==> config.mk <==
export PLATFORM = sky130hd
export DESIGN_NAME = mem_request_sequencer
export DESIGN_NICKNAME = d
export VERILOG_FILES = /design/src/rtl/mem_request_sequencer_pkg.sv /design/src/rtl/req_watchdog.sv /design/src/rtl/mem_request_sequencer.sv
export SDC_FILE = /design/constraint.sdc
export NUM_CORES = 1
export LEC_CHECK = 0
export BUFFER_PORTS_ARGS = -buffer_cell sky130_fd_sc_hd__buf_2
export CAP_MARGIN = 20
export CORE_AREA = 2 2 104 106
export DETAILED_ROUTE_END_ITERATION = 8
export DIE_AREA = 0 0 106 108
export GPL_ROUTABILITY_DRIVEN = 0
export PLACE_DENSITY = 0.85
export REMOVE_ABC_BUFFERS = 1
export SLEW_MARGIN = 10
export SYNTH_ARGS = -nofsm -noshare
export SYNTH_HDL_FRONTEND = slang
export SYNTH_HIERARCHICAL = 1
export SYNTH_SLANG_ARGS = --single-unit
==> constraint.sdc <==
create_clock -name CLK -period 2.77 [get_ports CLK]
set_input_delay 0 -clock CLK [delete_from_list [all_inputs] [get_ports CLK]]
set_output_delay 0 -clock CLK [all_outputs]
set_load 0.1 [all_outputs]
==> src/rtl/mem_request_sequencer_pkg.sv <==
// Shared types for the memory request sequencer: RAM handshake status,
// sequencer states and the datapath word width.
package mem_request_sequencer_pkg;

    localparam int WORD_W = 32;

    typedef logic [WORD_W-1:0] word_t;

    typedef enum logic [1:0] {
        FREE   = 2'd0,
        BUSY   = 2'd1,
        ACCESS = 2'd2,
        ERROR  = 2'd3
    } ramstate_t;

    typedef enum logic [2:0] {
        FETCH  = 3'd0,
        DECODE = 3'd1,
        DATA   = 3'd2,
        HALTED = 3'd3,
        FAULT  = 3'd4
    } seqstate_t;

endpackage

==> src/rtl/req_watchdog.sv <==
// Saturating wait-cycle counter for one outstanding RAM request; flags
// expiry once TIMEOUT non-completing cycles have been counted.
module req_watchdog #(
    parameter int CNT_W   = 8,
    parameter int TIMEOUT = 255
) (
    input  logic clock,
    input  logic reset,
    input  logic clear,
    input  logic enable,
    output logic expired
);

    logic [CNT_W-1:0] count;

    always_ff @(posedge clock) begin
        if (reset || clear) begin
            count <= '0;
        end else if (enable && (count != '1)) begin
            count <= count + 1'b1;
        end
    end

    assign expired = (count == CNT_W'(TIMEOUT));

endmodule

==> src/rtl/mem_request_sequencer.sv <==
// Steps each instruction through fetch, decode and an optional data access
// on the single shared RAM port, granting PC advance when the work is done.
module mem_request_sequencer
    import mem_request_sequencer_pkg::*;
#(
    parameter int TIMEOUT = 255,
    parameter int CNT_W   = 8
) (
    input  logic      CLK,
    input  logic      RST,
    input  logic      cu_dREN,
    input  logic      cu_dWEN,
    input  logic      cu_halt,
    input  word_t     imemaddr,
    input  word_t     dmemaddr,
    input  word_t     dmemstore,
    input  ramstate_t ramstate,
    input  word_t     ramload,
    output logic      ramREN,
    output logic      ramWEN,
    output word_t     ramaddr,
    output word_t     ramstore,
    output word_t     imemload,
    output word_t     dmemload,
    output logic      ihit,
    output logic      dhit,
    output logic      pc_en,
    output logic      halt,
    output logic      fault
);

    seqstate_t state;
    seqstate_t stateNext;
    logic      goFault;
    logic      wdClear;
    logic      wdEnable;
    logic      wdExpired;

    // Every fresh FETCH/DATA request restarts its own wait budget.
    assign wdClear  = (stateNext != state) && ((stateNext == FETCH) || (stateNext == DATA));
    assign wdEnable = ((state == FETCH) || (state == DATA)) && (ramstate != ACCESS);

    req_watchdog #(
        .CNT_W   (CNT_W),
        .TIMEOUT (TIMEOUT)
    ) watchdog (
        .clock   (CLK),
        .reset   (RST),
        .clear   (wdClear),
        .enable  (wdEnable),
        .expired (wdExpired)
    );

    always_ff @(posedge CLK) begin
        if (RST) begin
            state    <= FETCH;
            imemload <= '0;
            dmemload <= '0;
        end else begin
            state <= stateNext;
            if (ihit) begin
                imemload <= ramload;
            end
            if (dhit && cu_dREN) begin
                dmemload <= ramload;
            end
        end
    end

    // ACCESS is tested first so a completing request beats a same-cycle timeout.
    always_comb begin
        stateNext = state;
        ramREN    = 1'b0;
        ramWEN    = 1'b0;
        ramaddr   = '0;
        ramstore  = '0;
        ihit      = 1'b0;
        dhit      = 1'b0;
        pc_en     = 1'b0;
        goFault   = 1'b0;
        case (state)
            FETCH: begin
                ramREN  = 1'b1;
                ramaddr = imemaddr;
                if (ramstate == ACCESS) begin
                    ihit      = 1'b1;
                    stateNext = DECODE;
                end else if ((ramstate == ERROR) || wdExpired) begin
                    goFault   = 1'b1;
                    stateNext = FAULT;
                end
            end
            DECODE: begin
                if (cu_halt) begin
                    stateNext = HALTED;
                end else if (cu_dREN && cu_dWEN) begin
                    goFault   = 1'b1;
                    stateNext = FAULT;
                end else if (cu_dREN || cu_dWEN) begin
                    stateNext = DATA;
                end else begin
                    pc_en     = 1'b1;
                    stateNext = FETCH;
                end
            end
            DATA: begin
                ramREN   = cu_dREN;
                ramWEN   = cu_dWEN;
                ramaddr  = dmemaddr;
                ramstore = dmemstore;
                if (ramstate == ACCESS) begin
                    dhit      = 1'b1;
                    pc_en     = 1'b1;
                    stateNext = FETCH;
                end else if ((ramstate == ERROR) || wdExpired) begin
                    goFault   = 1'b1;
                    stateNext = FAULT;
                end
            end
            HALTED: stateNext = HALTED;
            FAULT:  stateNext = FAULT;
            default: stateNext = FETCH;
        endcase
        if (RST) begin
            ramREN   = 1'b0;
            ramWEN   = 1'b0;
            ramaddr  = '0;
            ramstore = '0;
            ihit     = 1'b0;
            dhit     = 1'b0;
            pc_en    = 1'b0;
            goFault  = 1'b0;
        end
    end

    // fault rises in the detecting cycle and then stays up from the FAULT state.
    assign halt  = (state == HALTED);
    assign fault = (state == FAULT) || goFault;

endmodule
==> results of run 1 <==
[stage by stage]
stage | TNS [ns] | area [µm²] | worst slack [ns] | utilization [%]
6_report | 0 | 5943 | 0.3549 | 58.09
5_1_grt | 0 | 5943 | 0.1328 | 58.09
4_1_cts | 0 | 5943 | 0.3798 | 58.09
3_5_place_dp | 0 | 5409 | 0.4363 | 52.87
3_3_place_gp | 0 | 5409 | 0.4616 | 52.87
2_1_floorplan | -57.36 | 3757 | -1.043 | -
[placed cells by master, fill, tap and decap left out, types with 2 or more instances in the layout]
cell type / n
a2111oi_0: 4
a21oi_1: 37
a22o_1: 2
a22oi_1: 32
a31oi_1: 2
and2_1: 33
buf_2: 268
buf_4: 13
clkbuf_8: 11
clkinv_2: 2
dfxtp_1: 75
dlygate4sd3_1: 33
ha_1: 3
inv_1: 10
mux2_2: 4
mux2_4: 29
mux2i_1: 3
nand2_1: 9
nand3_1: 32
nand4_1: 2
nor2_1: 40
nor2b_1: 33
nor3_1: 2
nor3_2: 2
o21ai_0: 35
or3_1: 3
[flip-flops by register name, summed over array words and instances, names as in the netlist]
register and flops:
dmemload 32, imemload 32, state 3, watchdog/count 8
[repair_timing]
item | CTS | global route
hold buffers | 33 | 0
endpoints found under the hold margin | 65 | 0
setup endpoints to repair | 0 | 0
resized for setup | 0 | 0
[cell type report]
class / count / area, µm² / share of cell area [%]
Inverter: 10 / 37.54 / 0.6316
Sequential cell: 75 / 1501 / 25.26
Clock buffer: 12 / 155.1 / 2.611
Tap cell: 136 / 170.2 / 2.863
Clock inverter: 4 / 48.80 / 0.8211
Timing Repair Buffer: 315 / 1789 / 30.11
Multi-Input combinational cell: 331 / 2241 / 37.71
[metal layers]
layer | GRT usage (%) | vias up | wire, µm
met3 | 5.124 | 26 | 994
met1 | 28.56 | 2079 | 5768
li1 | - | 2180 | -
met5 | 0 | - | 0
met4 | 10.71 | 0 | 460
met2 | 41.29 | 242 | 6954
[power by group]
group          switching, µW  total (µW)  internal (µW)
Clock                    386         851            465
Sequential              24.2        1140           1110
Combinational            770        1040            273
Total                   1180        3030           1850
[cells by family after synthesis]
logic type,Yosys count
AOI/OAI and AO/OA,121
adders and majority gates,3
buffers and inverters,53
DFF,75
muxes,36
and+or+nand+nor,171
[how the worst max path moves through the flow]
stage | from | end | slack [ns] | cells after the start
detailed placement | watchdog/count[5] | watchdog/count[4] | 0.44 | 10
CTS | state[0] | ihit | 0.38 | 5
global placement | watchdog/count[5] | watchdog/count[4] | 0.46 | 10
finish | watchdog/count[5] | watchdog/count[4] | 0.35 | 10
floorplan | state[1] | ramaddr[0] | -1.04 | 3
global route | watchdog/count[5] | watchdog/count[4] | 0.13 | 10
[critical path, delay by kind of cell (launching register included)]
family	cells	cell delay, ns
compound gates	3	0.39
buf+inv	2	0.24
flops	1	0.38
mux	1	0.24
simple gates	4	1.11
==> metrics, run 1 <==
non-filler cells, final=about 880; clock buffer depth=2; mux cell area share after synthesis=about an eighth; GRT Total Usage=roughly a quarter; IO Count=between 200 and 300; Peak Freq=around 410 MHz; RR Startpoint=watchdog/count[5]; Critical-path top delay cell=dfxtp_1; Area Growth Syn to Fin=49.28%; overall power=between 3000 and 4000 µW; hold endpoint=state[2]; Port Buffers=269; ANT cells=0; Peak supply drop=0.0002730 V; Clk pin slew, worst setup/hold paths=about 0.080 ns; Final Setup Violations=0; Final period util=87.19%; Via Count=around 4500; WL per Instance=16.06 µm; unique cell type count in the Yosys netlist=47; Worst Path Arrival=between 2 and 3 ns; ys flop type=dfxtp_1; worst skew pair latency=around 0.34 ns; power per standard cell area=510.0 mW/mm²; Worst Hold Depth=2; Nets=880; Die H=between 100 and 150 µm; final hold violations=0; post-layout minimum cycle time=~2.4 ns; Synth Area in Compound Gates=about a fifth; CP Launch Type=register; number of buffers created by CTS=9; Slew @ Worst Pin=~0.64 ns; CTS tree=built; DRT iter0 DRCs=378; number of global-route vias before repair=between 4000 and 5000; initial antenna violation count=0; largest net degree at the start of global routing=65; share of the synthesized area in the top cell type=roughly 38%; grt ovf=0; skew final=0.01356 ns; placed insts=roughly 830; post-synthesis xor/xnor area fraction=0%; Die Span X=about 110 µm; Die Area=0.01145 mm²; Yosys reg bits=between 70 and 80; EDFF count, synth=0; Clock Sink Count=75; area fraction in and, or, nand and nor cells after synthesis=23.22%; Post-Syn Area=roughly 0.004 mm²; Crit Path Category=register to register; row count=37; RSZ-0062 raised after global routing=no; top cells by count, synth=dfxtp_1 (75), nor2_1 (40), a21oi_1 (37); reported max-cap violation count=0; Worst R2R Path Depth=10; Worst R2R End=watchdog/count[4]; Max stage delay on crit path=0.38 ns; First-pass DRT Iterations=5; CP required=3.05 ns; HPWL Detailed=~9700 µm; Synth Area in Adders=less than 1%; Syn Area/Cell=roughly 8.7 µm²; CP cell instances=and3_1, inv_1, nor3_1, mux2_2, a222oi_1, nor3b_1, buf_4, nor2_1, o21ai_0, a31oi_1; Worst Setup End Kind=register; share of flip-flops with an asynchronous set or reset=0%; fillcell total=878; Static Leak=0.003015 µW; Post-Route WL=14180 µm; setup bufs post-CTS=0; H-tree levels=3; total of warnings raised by yosys=6; hold path startpoint=RST; CP max FO=6; initial core utilization=around two fifths; largest family of logic cells by synthesized area=simple AND/OR/NAND/NOR gates; Final Max Tran Viols=0; top post-synthesis cells by area=dfxtp_1 (38%), mux2_4 (11%), a22oi_1 (6.0%); Worst R2R Setup Slack=~0.35 ns; mean number of vias per cell=about 5.1; register area share after synthesis=between 30 and 40%; Hold WS=around 0.021 ns; clk root buf=clkbuf_8; # DRC=0; first-pass GRT wire length=approximately 22000 µm; outcome=complete, no violations; top-count cell post-synth=dfxtp_1; Post-DRT Antenna Nets=0; Syn Inst Count=459; layout cell share with drive strength beyond 1=between 40 and 50%; area leader, netlist=dfxtp_1; worst relative slew slack=between 50% and 60%; core area=around 0.010 mm²; Worst Hold Class=primary input to register
Note: power is estimated with default switching activity, not from simulation.
==> run 2: changes to the inputs <==
--- a/config.mk
+++ b/config.mk
@@ -11,8 +11,9 @@
 export DETAILED_ROUTE_END_ITERATION = 8
 export DIE_AREA = 0 0 106 108
 export GPL_ROUTABILITY_DRIVEN = 0
-export PLACE_DENSITY = 0.85
+export PLACE_DENSITY = 0.77
 export REMOVE_ABC_BUFFERS = 1
+export SETUP_SLACK_MARGIN = 0.15
 export SLEW_MARGIN = 10
 export SYNTH_ARGS = -nofsm -noshare
 export SYNTH_HDL_FRONTEND = slang
==> metrics, run 2 (synthesis results as in run 1) <==
outcome=complete, no violations; H-tree levels=3 (unchanged); RSZ-0062 raised after global routing=no; first-pass GRT wire length=21560 µm (-0.95%); commonest non-fill, non-tap cells in the layout=buf_2 (267), dfxtp_1 (75), nor2_1 (39); CP cell instances=or4b_1, or3_2, buf_4, inv_1, buf_12; core area=0.01023 mm² (unchanged); power per standard cell area=523.4 mW/mm² (+2.6%); mean number of vias per cell=5.164 (+0.72%); initial antenna violation count=0 (unchanged); Worst Path Arrival=2.45 ns (-0.24 ns); Critical-path top delay cell=or4b_1; Static Leak=0.003009 µW (-0.19%); skew final=0.008296 ns (-0.005266 ns); Clock Sink Count=75 (unchanged); grt ovf=0 (unchanged); fin area=0.005956 mm² (+0.21%); biggest regs=dmemload x32, imemload x32, watchdog/count x8; Final Max Tran Viols=0 (unchanged); Hold WS=0.03235 ns (+0.01149 ns); Worst Setup End Kind=output pin; worst skew pair latency=0.36 ns (+0.02 ns); clock buffer depth=2 (unchanged); reported max-cap violation count=0 (unchanged); Area Growth Syn to Fin=49.59%; Die Span X=106 µm (unchanged); worst relative slew slack=47.04% (-10 points); crit path buf inv count=3 (+1); number of global-route vias before repair=4374 (+1.8%); Post-DRT Antenna Nets=0 (unchanged); clk root buf=clkbuf_8; DRT iter0 DRCs=320 (-15%); Max stage delay on crit path=0.55 ns (+0.17 ns); number of buffers created by CTS=9 (unchanged); CP Launch Type=register; # DRC=0 (unchanged); Setup TNS Final=0 ns (unchanged); Via Count=4544 (+0.38%); Post-Route WL=14290 µm (+0.76%); Die H=108 µm (unchanged); Die Area=0.01145 mm² (unchanged); ANT cells=0 (unchanged); area of the multi-input gates=0.002248 mm² (+0.34%); Slew @ Worst Pin=0.7944 ns (+0.1545 ns); CTS tree=built; final hold violations=0 (unchanged); Final period util=88.44% (+1.3 points); CP max FO=33 (+27); GRT Total Usage=23.83% (-0.041 points); fillcell total=884 (+0.68%); WL per Instance=16.23 µm (+1.1%); commonest non-fill, non-tap cell in the layout=buf_2; CP required=2.77 ns (-0.28 ns); Crit Path Category=register to output pin; initial core utilization=38.91% (unchanged); register area=0.001501 mm² (unchanged); row count=37 (unchanged); Clk pin slew, worst setup/hold paths=0.08 ns (about the same); First-pass DRT Iterations=5 (unchanged); Port Buffers=269 (unchanged); overall power=3117 µW (+2.8%); layout cell share with drive strength beyond 1=45.43% (+0.049 points); critical path's top delay family=simple AND/OR/NAND/NOR gates; Peak Freq=408.2 MHz (-1.4%); largest net degree at the start of global routing=78 (+20%); post-layout minimum cycle time=2.450 ns (+0.03470 ns); HPWL Detailed=10210 µm (+5.3%); Worst Hold Class=primary input to register; IO Count=270 (unchanged); DP Area=0.005409 mm² (unchanged); Nets=877 (-0.34%); Final Setup Violations=0 (unchanged); Peak supply drop=0.0002967 V (+8.7%)
## run 2: metrics by stage
step / util [%] / cells / worst slack, ns
after CTS: 58.14 / 880 / 0.2585
final: 58.21 / 880 / 0.3202
after detailed placement: 52.87 / 832 / 0.2975
after global placement: 52.87 / 832 / 0.4007
after global routing: 58.21 / 880 / 0.1816
after floorplan: - / 416 / -1.043
## run 2: path summary, 6_finish.rpt
check                         start  cells after the start                end  slack [ns]
hold / removal          ramstate[1]                      4           state[1]        0.03
hold reg to reg         dmemload[0]                      2        dmemload[0]        0.48
setup / recovery           state[0]                      5               ihit        0.32
setup reg to reg  watchdog/count[5]                      9  watchdog/count[4]        0.43
## run 2: cell type report
type	count	area share, %
clock buffers	12	2.437
clock inverters	4	1.239
inverters	10	0.6303
multi-input cells	331	37.75
flip-flops and latches	75	25.21
well taps	136	2.857
repair buffers	312	29.87
## run 2: report_power, final
part,switching [µW],total (µW),internal [µW]
Clock,404,937,533
Combinational,769,1040,271
Sequential,26.8,1140,1110
## run 2: timing repair
action | in CTS | in global routing
hold buffers | 32 | 0
setup buffers | 0 | 0
endpoints found under the hold margin | 64 | 0
setup endpoints to repair | 0 | 5
gates resized for setup | 0 | 2
## run 2: worst register-to-register path: stages, from the launching register on
cell	delay (ns)
dfxtp_1	0.39
and3_1	0.31
inv_1	0.09
nor3_1	0.32
mux2_2	0.24
a222oi_1	0.07
nor3b_2	0.25
nor2_2	0.27
o21ai_0	0.16
a31oi_1	0.16
## run 2: routing by layer
layer	up-vias	track usage [%]	part of all wire, %
li1	2171	-	-
met1	2113	27.22	39
met2	239	42.44	51
met3	21	5.304	7.5
met4	0	11.18	2.7
met5	-	0	0
